## config.mk

```make
export PLATFORM = sky130hd
export DESIGN_NAME = stepmotor_monitor
export DESIGN_NICKNAME = d
export VERILOG_FILES = /design/src/rtl/stepmotor_monitor.sv
export SDC_FILE = /design/constraint.sdc
export NUM_CORES = 1
export LEC_CHECK = 0
export BUFFER_PORTS_ARGS = -buffer_cell sky130_fd_sc_hd__buf_4
export CAP_MARGIN = 20
export CORE_MARGIN = 2
export CORE_UTILIZATION = 58
export CTS_CLUSTER_DIAMETER = 80
export DETAILED_ROUTE_END_ITERATION = 7
export GPL_TIMING_DRIVEN = 0
export PLACE_DENSITY = 0.81
export SLEW_MARGIN = 20
export SYNTH_ARGS = -nofsm -noshare
export SYNTH_HDL_FRONTEND = slang
export SYNTH_SLANG_ARGS = --single-unit
export TNS_END_PERCENT = 50
```

## constraint.sdc

```tcl
create_clock -name clk -period 4.07 [get_ports clk]
set_clock_uncertainty 0.15 [all_clocks]
set_input_delay 0.2035 -clock clk [delete_from_list [all_inputs] [get_ports clk]]
set_output_delay 0.2035 -clock clk [all_outputs]
set_load 0.05 [all_outputs]
```

## src/rtl/stepmotor_monitor.sv

```systemverilog
// Stepper coil monitor: synchronises and debounces the L1L2L3L4 pattern, decodes
// full-step phases into step/direction/position, measures step period and flags faults.
module stepmotor_monitor #(
    parameter int unsigned POS_W   = 16,
    parameter int unsigned PER_W   = 16,
    parameter int unsigned FILT    = 2,
    parameter int unsigned TIMEOUT = 1000
) (
    input  logic             clk,
    input  logic             rst,
    input  logic             clr,
    input  logic [3:0]       coils,
    output logic             step,
    output logic             dir,
    output logic [POS_W-1:0] pos,
    output logic [PER_W-1:0] period,
    output logic [1:0]       phase,
    output logic             locked,
    output logic             moving,
    output logic [1:0]       err
);

    // Stability counter runs 0..FILT+1; FILT+1 marks "already accepted".
    localparam int unsigned CNT_W = $clog2(FILT + 2);

    logic [3:0]       s1_q, s2_q;
    logic [CNT_W-1:0] cnt_q, cnt_d;
    logic             step_q, step_d;
    logic             dir_q, dir_d;
    logic [POS_W-1:0] pos_q, pos_d;
    logic [PER_W-1:0] period_q, period_d;
    logic [PER_W-1:0] pc_q, pc_d, pc_inc;
    logic [1:0]       phase_q, phase_d;
    logic             locked_q, locked_d;
    logic             moving_q, moving_d;
    logic [1:0]       err_q, err_d;
    logic             first_q, first_d;

    logic             accept_c;
    logic             valid_c;
    logic [1:0]       idx_c;
    logic [1:0]       diff_c;

    // Two-flop synchroniser on the asynchronous coil pattern.
    always_ff @(posedge clk or posedge rst) begin
        if (rst) begin
            s1_q <= 4'b0000;
            s2_q <= 4'b0000;
        end else begin
            s1_q <= coils;
            s2_q <= s1_q;
        end
    end

    // Debounce: restart when the synchronised value is about to change, accept once at FILT.
    always_comb begin
        cnt_d = cnt_q;
        if (s1_q != s2_q) begin
            cnt_d = CNT_W'(1);
        end else if (cnt_q <= CNT_W'(FILT)) begin
            cnt_d = CNT_W'(cnt_q + CNT_W'(1));
        end
    end

    assign accept_c = (cnt_q == CNT_W'(FILT));

    // Phase decode of the two-phase-on full-step sequence.
    always_comb begin
        valid_c = 1'b1;
        idx_c   = 2'd0;
        case (s2_q)
            4'b1001: idx_c = 2'd0;
            4'b0011: idx_c = 2'd1;
            4'b0110: idx_c = 2'd2;
            4'b1100: idx_c = 2'd3;
            default: valid_c = 1'b0;
        endcase
    end

    assign diff_c = idx_c - phase_q;
    assign pc_inc = (pc_q == {PER_W{1'b1}}) ? pc_q : PER_W'(pc_q + PER_W'(1));

    // Next-state: acceptance rules, period measurement, motion timeout and clear.
    always_comb begin
        step_d   = 1'b0;
        dir_d    = dir_q;
        pos_d    = pos_q;
        period_d = period_q;
        phase_d  = phase_q;
        locked_d = locked_q;
        moving_d = moving_q;
        err_d    = err_q;
        first_d  = first_q;
        pc_d     = pc_inc;

        if (accept_c) begin
            if (s2_q == 4'b0000) begin
                locked_d = 1'b0;
            end else if (!valid_c) begin
                err_d[1] = 1'b1;
                locked_d = 1'b0;
            end else if (!locked_q) begin
                phase_d  = idx_c;
                locked_d = 1'b1;
                first_d  = 1'b1;
            end else begin
                phase_d = idx_c;
                case (diff_c)
                    2'd1: begin
                        step_d = 1'b1;
                        dir_d  = 1'b0;
                        pos_d  = POS_W'(pos_q + POS_W'(1));
                    end
                    2'd3: begin
                        step_d = 1'b1;
                        dir_d  = 1'b1;
                        pos_d  = POS_W'(pos_q - POS_W'(1));
                    end
                    2'd2:    err_d[0] = 1'b1;
                    default: ;
                endcase
            end
        end

        if (step_d) begin
            // Interval before the first step after locking is unknown.
            period_d = first_q ? '0 : pc_inc;
            pc_d     = '0;
            first_d  = 1'b0;
            moving_d = 1'b1;
        end else if (pc_q >= PER_W'(TIMEOUT)) begin
            moving_d = 1'b0;
        end

        if (locked_q && !locked_d) begin
            moving_d = 1'b0;
        end

        if (clr) begin
            pos_d    = '0;
            period_d = '0;
            err_d    = 2'b00;
            pc_d     = '0;
        end
    end

    // State registers.
    always_ff @(posedge clk or posedge rst) begin
        if (rst) begin
            cnt_q    <= '0;
            step_q   <= 1'b0;
            dir_q    <= 1'b0;
            pos_q    <= '0;
            period_q <= '0;
            pc_q     <= '0;
            phase_q  <= 2'd0;
            locked_q <= 1'b0;
            moving_q <= 1'b0;
            err_q    <= 2'b00;
            first_q  <= 1'b0;
        end else begin
            cnt_q    <= cnt_d;
            step_q   <= step_d;
            dir_q    <= dir_d;
            pos_q    <= pos_d;
            period_q <= period_d;
            pc_q     <= pc_d;
            phase_q  <= phase_d;
            locked_q <= locked_d;
            moving_q <= moving_d;
            err_q    <= err_d;
            first_q  <= first_d;
        end
    end

    assign step   = step_q;
    assign dir    = dir_q;
    assign pos    = pos_q;
    assign period = period_q;
    assign phase  = phase_q;
    assign locked = locked_q;
    assign moving = moving_q;
    assign err    = err_q;

endmodule

```

==> Word level (Yosys, flattened, before mapping) <==
Index checks and enable logic that the tools add are counted.
{ "word_totals": {"out_inout_bits": 40, "elab_cells": 98, "register_bits": 67, "inputBits": 7} }
{ "op_classes": {"order_cmp": 2, "n_eq_ne": 14, "n_reduce_logical": 22, "muxes": 40, "addsub": 5, "bitwise_logic": 1} }
{ "ops": {"columns": ["cell", "n"], "rows": [
  ["$mux W16", 11],
  ["$add A16 B1 Y16 const B", 2],
  ["$pmux W16 S2", 1],
  ["$mux W1", 21],
  ["$reduce_bool A2 Y1", 9],
  ["$eq A16 B16 Y1 const B", 1],
  ["$ge A16 B10 Y1 const B", 1],
  ["$sub A16 B1 Y16 const B", 1],
  ["$reduce_and A5 Y1", 3],
  ["$mux W2", 5],
  ["$eq A4 B4 Y1 const B", 2],
  ["$ne A2 B2 Y1 const B", 4],
  ["$eq A2 B2 Y1 const B", 3],
  ["$pmux W2 S3", 1],
  ["$reduce_and A3 Y1", 2],
  ["$reduce_bool A3 Y1", 2],
  ["$eq A4 B2 Y1 const B", 1],
  ["$eq A4 B3 Y1 const B", 1],
  ["$logic_not A4 Y1", 1],
  ["$ne A4 B4 Y1", 1],
  ["$reduce_and A4 Y1", 1],
  ["$reduce_or A4 Y1", 1],
  ["$add A2 B1 Y2 const B", 1],
  ["$eq A2 B1 Y1 const B", 1],
  ["other kinds (7)", 7]
]} }

==> Logic depth before layout (Yosys ltp) <==
Gate-level depths: netlist of run 1.
{ "depth": {"depth_word": 12, "ltp_mapped": 16, "mapped_depth_nobuf": 16} }

==> Worst setup path after synthesis of run 1 <==
No wires, ideal clock.
{ "synth_timing": {"path_kind": "reg-to-reg", "start": "register s2_q[3]", "end": "register pos_q[13] (netlist: pos[13])", "slack_ps": 350, "n_path_buf": 0, "t_arrival_ps": 3474, "t_required_ps": 3824, "stages_incl_launch_ff": 16, "synth_period_minus_slack_ps": 3720, "setup_ps": 96, "cell_sequence": "dfrtp_1 > nor2_1 > and3_1 > a31oi_1 > ha_1 > xor2_1 > and3_1 > nor2_1 > nand2_1 > inv_1 > ha_1 > a211o_1 > a211o_1 > a2111oi_4 > o21ai_0 > a311oi_2"} }
{ "synth_via": {"elab_chain_cells": 10, "elab_cells_between_ends": 21, "classes_between": "add/sub (1); eq/ne (7); mux (8); reduce/logical (5)"} }
{ "synth_rtl": {"columns": ["element", "line_no", "rtl"], "rows": [
  ["from (decl)", "26", "logic [3:0] s1_q, s2_q;"],
  ["from (signal assigned)", "51", "s2_q <= s1_q;"],
  ["$eq A4 B4 Y1 (tied with other cells)", "71", "case (s2_q)"],
  ["$pmux W2 S3", "71", null],
  ["$sub A2 B2 Y2", "80", "assign diff_c = idx_c - phase_q;"],
  ["$eq A2 B2 Y1 / $eq A2 B1 Y1 (equally long branches)", "108", "case (diff_c)"],
  ["$pmux W16 S2", "108", null],
  ["$mux W16", "102", "end else if (!locked_q) begin"],
  ["$mux W16", "99", "end else if (!valid_c) begin"],
  ["$mux W16", "97", "if (s2_q == 4'b0000) begin"],
  ["$mux W16", "96", "if (accept_c) begin"],
  ["$mux W16", "139", "if (clr) begin"],
  ["to (signal assigned)", "165", "pos_q <= pos_d;"],
  ["to (decl)", "30", "logic [POS_W-1:0] pos_q, pos_d;"]
]} }
Several ways; a longest one is shown, not always the timed one. The select of a mux whose other input is x is not followed.
A chain may end at the register's enable or synchronous reset.

==> Worst setup path after layout of run 1 <==
{ "layout_timing": {"start": "register s2_q[0]", "end": "register pos_q[13] (netlist: pos[13])"} }
The elaborated chain is that of the path after synthesis.

==> flow_summary.html, run 1 <==
<table>
<tr><th>Metric</th><th>Value</th></tr>
<tr><th colspan="2">Floorplanning</th></tr>
<tr><td>Number of rows created at floorplan</td><td>29</td></tr>
<tr><td>Die area</td><td>7054 µm²</td></tr>
<tr><td>Starting density of the core</td><td>0.5912</td></tr>
<tr><td>Die Y-Extent</td><td>83.99 µm</td></tr>
<tr><td>Placeable core area</td><td>6277 µm²</td></tr>
<tr><td>Top Ports</td><td>47</td></tr>
<tr><td>Die Width</td><td>83.99 µm</td></tr>
<tr><th colspan="2">STA</th></tr>
<tr><td>RSZ-0062 raised after global routing</td><td>no</td></tr>
<tr><td>Final Setup Violations</td><td>0</td></tr>
<tr><td>Normalized max-slew margin</td><td>0.5823</td></tr>
<tr><td>Worst hold-check slack</td><td>0.08720 ns</td></tr>
<tr><td>Ratio of final minimum period to clock period</td><td>0.9427</td></tr>
<tr><td>Pins Over Slew Limit</td><td>0</td></tr>
<tr><td>Final Hold Fails</td><td>0</td></tr>
<tr><td>Crit path time final</td><td>3.837 ns</td></tr>
<tr><td>Maximum clock frequency</td><td>0.2606 GHz</td></tr>
<tr><td>Measured slew at the worst slew-check pin</td><td>0.6242 ns</td></tr>
<tr><th colspan="2">Clocking</th></tr>
<tr><td>Skew-Pair Late Insertion Delay</td><td>0.35 ns</td></tr>
<tr><td>Level count of the clock H-tree</td><td>3</td></tr>
<tr><td>Clock transition at path regs</td><td>0.08 ns</td></tr>
<tr><td>Clock tree from TritonCTS</td><td>built</td></tr>
<tr><td>Sinks on the clock net</td><td>67</td></tr>
<tr><td>Num CTS Buffers</td><td>9</td></tr>
<tr><td>Number of buffers between clock root and the deepest sink</td><td>2</td></tr>
<tr><td>Root buf cell</td><td>clkbuf_8</td></tr>
<tr><th colspan="2">Worst setup path</th></tr>
<tr><td>Critical path's slowest cell</td><td>or3_1</td></tr>
<tr><td>Delay of the slowest cell on the worst path</td><td>0.37 ns</td></tr>
<tr><td>Type of element launching the critical path</td><td>register</td></tr>
<tr><td>Crit Reg-Reg Endpoint</td><td>pos[13]</td></tr>
<tr><td>Launch point of the worst reg-to-reg path</td><td>s2_q[0]</td></tr>
<tr><td>Data arrival time of the critical path</td><td>3.94 ns</td></tr>
<tr><td>Startpoint of the most critical setup path</td><td>s2_q[0]</td></tr>
<tr><td>Max Fanout on Critical Path</td><td>9</td></tr>
<tr><td>Startpoint-to-endpoint class of the critical path</td><td>reg2reg</td></tr>
<tr><td>Path depth of the worst reg2reg path</td><td>17</td></tr>
<tr><td>Chain of cells forming the critical path</td><td>buf_2, and3_1, a31oi_1, ha_1, xor2_1, and3_1, nor2_1, nand2_2, clkinvlp_4, buf_12, buf_4, ha_1, nand2_1, o21ai_1, a2111oi_4, or3_1, a311oi_2</td></tr>
<tr><td>Required time worst endpoint</td><td>4.17 ns</td></tr>
<tr><td>R2R setup slack</td><td>0.23 ns</td></tr>
<tr><td>Endpoint type of the worst setup path</td><td>register</td></tr>
<tr><td>Endpoint of the most critical setup path</td><td>pos[13]</td></tr>
<tr><th colspan="2">GRT</th></tr>
<tr><td>Number of antenna violations at the first check in global routing</td><td>0</td></tr>
<tr><td>Global-route total usage across every layer</td><td>0.2407</td></tr>
<tr><td>Pin count of the biggest net entering global routing</td><td>51</td></tr>
<tr><td>Leftover overflow at the end of global routing</td><td>0</td></tr>
<tr><td>Global-route wire length before repair</td><td>13.66 mm</td></tr>
<tr><td>Vias in the first global route</td><td>2984</td></tr>
<tr><th colspan="2">Power</th></tr>
<tr><td>Post-layout total power</td><td>1.300 mW</td></tr>
<tr><td>Worst VDD drop</td><td>0.2631 mV</td></tr>
<tr><td>Power Density</td><td>290.3 nW/µm²</td></tr>
<tr><td>Leakage power</td><td>2.127 nW</td></tr>
<tr><th colspan="2">Worst hold path</th></tr>
<tr><td>Hold WC Path Type</td><td>in2reg</td></tr>
<tr><th colspan="2">Detailed routing</th></tr>
<tr><td>Via count</td><td>3184</td></tr>
<tr><td>Detailed-route vias per instance</td><td>5.885</td></tr>
<tr><td>Average routed wire per standard cell</td><td>15.08 µm</td></tr>
<tr><td>Iteration-0 DRC Markers</td><td>293</td></tr>
<tr><td>DRC violation count after routing</td><td>0</td></tr>
<tr><td>Residual antenna-violating net count after detailed routing</td><td>0</td></tr>
<tr><td>Routed Wire Length</td><td>8.156 mm</td></tr>
<tr><td>Detailed-router iteration count before antenna repair</td><td>7</td></tr>
<tr><th colspan="2">Synth</th></tr>
<tr><td>Cell area after synthesis</td><td>3711 µm²</td></tr>
<tr><td>Distinct cell type count of the synthesized netlist</td><td>55</td></tr>
<tr><td>Main synth FF type</td><td>dfrtp_1</td></tr>
<tr><td>Syn nets</td><td>420</td></tr>
<tr><td>Register area share after synthesis</td><td>0.4518</td></tr>
<tr><td>YS warnings</td><td>0</td></tr>
<tr><td>Post-Syn Area per Cell</td><td>9.467 µm²</td></tr>
<tr><td>Share of async-settable or async-resettable flops after synthesis</td><td>1.000</td></tr>
<tr><td>EDFF count, synth</td><td>0</td></tr>
<tr><td>Flop and latch count out of synthesis</td><td>67</td></tr>
<tr><td>Count of mapped cells out of synthesis</td><td>392</td></tr>
<tr><th colspan="2">Flow run</th></tr>
<tr><td>Number of maximum-capacitance constraint violations</td><td>0</td></tr>
<tr><th colspan="2">Placement</th></tr>
<tr><td>Post-Place Cells</td><td>516</td></tr>
<tr><td>Global placement routability congestion</td><td>0.9316</td></tr>
<tr><td>Dpl hpwl</td><td>5.782 mm</td></tr>
<tr><td>Count of input and output buffers</td><td>46</td></tr>
<tr><th colspan="2">Final layout</th></tr>
<tr><td>Most frequent cells in the layout</td><td>dfrtp_1 (65), buf_4 (51), nand2_1 (42)</td></tr>
<tr><td>Share of the core filled with cells</td><td>0.7136</td></tr>
<tr><td>Area Overhead vs Synth</td><td>20.70%</td></tr>
<tr><td>Share of layout cells above drive strength 1</td><td>0.1940</td></tr>
<tr><td>Non-filler instance count after layout</td><td>541</td></tr>
<tr><td>Final Net Count</td><td>487</td></tr>
<tr><td>Most frequent standard cell in the layout excluding fill and tap cells</td><td>dfrtp_1</td></tr>
<tr><td>Total inserted antenna cells</td><td>0</td></tr>
<tr><th colspan="2">Status</th></tr>
<tr><td>Outcome</td><td>completed</td></tr>
</table>
==> per-layer routing <==
| metal | GRT usage | wire [µm] | vias up |
|---|---|---|---|
| li1 | - | - | 1520 |
| met1 | 0.3212 | 3730 | 1544 |
| met2 | 0.3905 | 3897 | 102 |
| met3 | 0.03956 | 345 | 18 |
| met4 | 0.1012 | 182 | 0 |
| met5 | 0 | 0 | - |
==> timing repair <==
item,in CTS,in global routing
hold buffers,5,0
gates resized for setup,1,6
gates cloned,0,0
endpoints found under the setup margin,3,4
endpoints found under the hold margin,71,0
buffers inserted,4,0
==> metrics by stage <==
step	worst slack [ns]	TNS (ns)	area, µm²
6_report	0.2332	0	4479
5_1_grt	0.01369	0	4479
4_1_cts	0.1006	0	4466
3_5_place_dp	-0.1481	-0.2320	4183
3_3_place_gp	-0.06984	-0.09198	4153
2_1_floorplan	0.3501	0	3711
==> flip-flops by register name, summed over array words and instances, names as in the netlist <==
signal / count
pc_q: 16
period: 16
pos: 16
s1_q: 4
s2_q: 4
cnt_q: 2
err: 2
phase: 2
dir: 1
first_q: 1
locked: 1
moving: 1
step: 1
==> worst max-delay path, delay by kind of cell, from the launching register on <==
kind,cells,cell delay [ns]
xor gates and xnor gates,1,0.20
adders and majority gates,2,0.53
DFF,1,0.36
buffers and inverters,4,0.62
and+or+nand+nor,6,1.01
AOI/OAI and AO/OA,4,0.86
==> Yosys cell counts, drive strengths merged, types with 5 or more instances <==
library cell	count	area [µm²]
dfrtp	67	1677
nand2	43	161.4
nor2	41	153.9
o21ai	34	181.4
a21oi	25	125.1
ha	20	250.2
inv	17	63.81
xnor2	14	122.6
nand3	12	60.06
xor2	12	112.6
nor3	10	50.05
buf	7	52.54
nand3b	7	52.55
nand4	7	43.79
a21o	5	37.54
a31oi	5	31.28
clkbuf	5	18.77
nand2b	5	38.78
nor2b	5	31.28
==> final cells by class <==
type	count	area (µm²)
fill	472	1798
inverter	17	70.07
buffer	12	71.32
timing repair buffer	56	465.4
tap	77	96.34
clock inverter	5	35.03
sequential	67	1679
multi-input combinational	296	1911
clock buffer	11	151.4
==> report_power, final <==
group | total [mW] | switching (mW) | leakage, nW | internal [mW]
Clock | 0.519 | 0.264 | 0.0957 | 0.255
Sequential | 0.689 | 0.0126 | 0.907 | 0.676
Combinational | 0.0918 | 0.0581 | 1.12 | 0.0337
Total | 1.30 | 0.335 | 2.13 | 0.965
==> how the worst min path moves through the flow <==
stage / from / endpoint / slack (ns) / cells past startpoint
detailed placement: rst / cnt_q[1] / 0.008 / 2
global route: clr / period[11] / 0.11 / 3
finish: clr / period[11] / 0.09 / 3
global placement: coils[0] / s1_q[0] / 0.16 / 1
CTS: clr / period[11] / 0.08 / 3
floorplan: coils[0] / s1_q[0] / 0.08 / 0
==> cells by family after synthesis <==
kind of cell               Yosys count  synth area share
and+or+nand+nor                    148            0.1952
adders and majority gates           21           0.07283
muxes                                2          0.005395
DFF                                 67            0.4518
xor gates and xnor gates            26           0.06339
AOI/OAI and AO/OA                   99            0.1750
buffers and inverters               29           0.03641
Power figures use the tool's default switching activity.
==> inputs of run 2 (changes only) <==
CORE_UTILIZATION = 50   (was 58)
MAX_ROUTING_LAYER = met4   (was unset)
PLACE_DENSITY = 0.71   (was 0.81)
==> run 2 against run 1 <==
Net effect: first-iteration DRC count decreased by 63%; cell area is 2.3% higher; register-to-register slack about the same; sequential cell count unchanged; non-clock buffer count is the same; critical path depth is 1 lower; largest power group is now clock; utilization down 7.8 points; critical endpoint unchanged; critical path type unchanged.
==> flow_summary.html, run 2 (synthesis results as in run 1) <==
<table>
<tr><th>Metric</th><th>Value</th></tr>
<tr><th colspan="2">Final layout</th></tr>
<tr><td>Multi-input gate area</td><td>1927 µm²</td></tr>
<tr><td>Share of layout cells above drive strength 1</td><td>0.2026</td></tr>
<tr><td>Non-filler instance count after layout</td><td>563</td></tr>
<tr><td>Most frequent cells in the layout</td><td>dfrtp_1 (65), buf_4 (51), nand2_1 (42)</td></tr>
<tr><td>Flip-flop and latch area</td><td>1679 µm²</td></tr>
<tr><td>Total inserted antenna cells</td><td>0</td></tr>
<tr><td>Final Net Count</td><td>487</td></tr>
<tr><td>Area Overhead vs Synth</td><td>23.53%</td></tr>
<tr><td>Number of filler instances in the final layout</td><td>641</td></tr>
<tr><td>Post-route cell area</td><td>4584 µm²</td></tr>
<tr><td>Most frequent standard cell in the layout excluding fill and tap cells</td><td>dfrtp_1</td></tr>
<tr><th colspan="2">Floorplanning</th></tr>
<tr><td>Placeable core area</td><td>7214 µm²</td></tr>
<tr><td>Die Y-Extent</td><td>90.15 µm</td></tr>
<tr><td>Die Width</td><td>90.15 µm</td></tr>
<tr><td>Die area</td><td>8127 µm²</td></tr>
<tr><td>Number of rows created at floorplan</td><td>31</td></tr>
<tr><td>Starting density of the core</td><td>0.5144</td></tr>
<tr><td>Top Ports</td><td>47</td></tr>
<tr><th colspan="2">GRT</th></tr>
<tr><td>Pin count of the biggest net entering global routing</td><td>52</td></tr>
<tr><td>Global-route total usage across every layer</td><td>0.2208</td></tr>
<tr><td>Leftover overflow at the end of global routing</td><td>0</td></tr>
<tr><td>Global-route wire length before repair</td><td>14.06 mm</td></tr>
<tr><td>Vias in the first global route</td><td>2945</td></tr>
<tr><td>Number of antenna violations at the first check in global routing</td><td>0</td></tr>
<tr><th colspan="2">Detailed routing</th></tr>
<tr><td>Routed Wire Length</td><td>8.338 mm</td></tr>
<tr><td>Detailed-router iteration count before antenna repair</td><td>4</td></tr>
<tr><td>Residual antenna-violating net count after detailed routing</td><td>0</td></tr>
<tr><td>DRC violation count after routing</td><td>0</td></tr>
<tr><td>Detailed-route vias per instance</td><td>5.481</td></tr>
<tr><td>Via count</td><td>3086</td></tr>
<tr><td>Average routed wire per standard cell</td><td>14.81 µm</td></tr>
<tr><td>Iteration-0 DRC Markers</td><td>109</td></tr>
<tr><th colspan="2">STA</th></tr>
<tr><td>Pins Over Slew Limit</td><td>0</td></tr>
<tr><td>Crit path time final</td><td>3.833 ns</td></tr>
<tr><td>Maximum clock frequency</td><td>0.2609 GHz</td></tr>
<tr><td>Final Hold Fails</td><td>0</td></tr>
<tr><td>Measured slew at the worst slew-check pin</td><td>0.5997 ns</td></tr>
<tr><td>Worst hold-check slack</td><td>0.09524 ns</td></tr>
<tr><td>Ratio of final minimum period to clock period</td><td>0.9417</td></tr>
<tr><td>Post-Route Setup TNS</td><td>0 ns</td></tr>
<tr><td>RSZ-0062 raised after global routing</td><td>no</td></tr>
<tr><td>Final Setup Violations</td><td>0</td></tr>
<tr><td>Normalized max-slew margin</td><td>0.5987</td></tr>
<tr><th colspan="2">Clocking</th></tr>
<tr><td>Clock tree from TritonCTS</td><td>built</td></tr>
<tr><td>Clock transition at path regs</td><td>0.08 ns</td></tr>
<tr><td>Level count of the clock H-tree</td><td>3</td></tr>
<tr><td>Sinks on the clock net</td><td>67</td></tr>
<tr><td>Number of buffers between clock root and the deepest sink</td><td>2</td></tr>
<tr><td>Num CTS Buffers</td><td>9</td></tr>
<tr><td>Root buf cell</td><td>clkbuf_8</td></tr>
<tr><td>Skew-Pair Late Insertion Delay</td><td>0.35 ns</td></tr>
<tr><th colspan="2">Placement</th></tr>
<tr><td>Post-Place Cells</td><td>538</td></tr>
<tr><td>Global placement routability congestion</td><td>0.8980</td></tr>
<tr><td>Dpl hpwl</td><td>5.895 mm</td></tr>
<tr><td>Area after detailed placement</td><td>4210 µm²</td></tr>
<tr><td>Count of input and output buffers</td><td>46</td></tr>
<tr><th colspan="2">Worst setup path</th></tr>
<tr><td>Path depth of the worst reg2reg path</td><td>16</td></tr>
<tr><td>Data arrival time of the critical path</td><td>3.94 ns</td></tr>
<tr><td>Type of element launching the critical path</td><td>register</td></tr>
<tr><td>Max Fanout on Critical Path</td><td>6</td></tr>
<tr><td>Startpoint-to-endpoint class of the critical path</td><td>reg2reg</td></tr>
<tr><td>Required time worst endpoint</td><td>4.18 ns</td></tr>
<tr><td>Endpoint type of the worst setup path</td><td>register</td></tr>
<tr><th colspan="2">Worst hold path</th></tr>
<tr><td>Hold WC Path Type</td><td>in2reg</td></tr>
<tr><td>Hold Path Stages</td><td>3</td></tr>
<tr><th colspan="2">Flow run</th></tr>
<tr><td>Number of maximum-capacitance constraint violations</td><td>0</td></tr>
<tr><th colspan="2">Power</th></tr>
<tr><td>Worst VDD drop</td><td>0.1982 mV</td></tr>
<tr><td>Power Density</td><td>322.5 nW/µm²</td></tr>
<tr><td>Leakage power</td><td>2.160 nW</td></tr>
<tr><th colspan="2">Status</th></tr>
<tr><td>Outcome</td><td>completed</td></tr>
</table>
run 2: changes by cell type in the layout (fill, tap and decap cells not counted), sizes merged:
| cell | change |
|---|---|
| clkinvlp | -1 |
| bufinv | +3 |
| clkinv | -1 |
| clkbuf | -2 |
| inv | +1 |
run 2: path summary, 6_finish.rpt:
check	start	end	slack (ns)
min in group asynchronous	rst	s2_q[1]	0.18
setup / recovery	s2_q[3]	pos[13]	0.24
max in group asynchronous	rst	period[15]	3.08
setup reg to reg	s2_q[3]	pos[13]	0.24
hold / removal	clr	period[11]	0.1
hold reg to reg	s1_q[0]	s2_q[0]	0.24
run 2: report_power, final:
group	internal [mW]	switching [mW]
Sequential	0.676	0.0128
Combinational	0.0338	0.0585
Clock	0.413	0.284
run 2: timing repair:
action	CTS	global route
gates resized for setup	1	10
setup endpoints to repair	5	5
setup buffers	4	0
hold endpoints to repair	71	0
hold buffers	5	0
run 2: final cells by class:
| class | count | area share |
|---|---|---|
| Multi-Input combinational cell | 296 | 0.4203 |
| Sequential cell | 67 | 0.3663 |
| Timing Repair Buffer | 56 | 0.1015 |
| Clock buffer | 9 | 0.02702 |
| Clock inverter | 7 | 0.02702 |
| Tap cell | 99 | 0.02702 |
| Buffer | 12 | 0.01556 |
| Inverter | 17 | 0.01528 |
run 2: critical path: stages, from the launching register on:
cell and delay [ns]:
dfrtp_2 0.42, nor2_1 0.08, and3_1 0.17, a31oi_1 0.20, ha_1 0.21, xor2_1 0.18, and3_1 0.20, nor2_1 0.06
nand2_2 0.12, clkinvlp_4 0.14, buf_4 0.18, ha_1 0.34, a21o_1 0.21, o21a_1 0.28, a2111oi_4 0.39, o21ai_0 0.16
a311oi_2 0.24
run 2: per-stage QoR:
stage / power, mW / setup slack (ns) / util
floorplan: 0.7587 / 0.3501 / -
global placement: 0.7834 / -0.1107 / 0.5794
detailed placement: 0.7904 / -0.2183 / 0.5836
CTS: 1.492 / 0.07756 / 0.6313
global route: 1.529 / 0.03232 / 0.6354
finish: 1.479 / 0.2373 / 0.6354
run 2: metal layers:
layer	routed length [µm]	global-route usage
met5	0	-
met4	147	0.1064
met3	319	0.03269
met2	3749	0.3308
met1	4122	0.2967
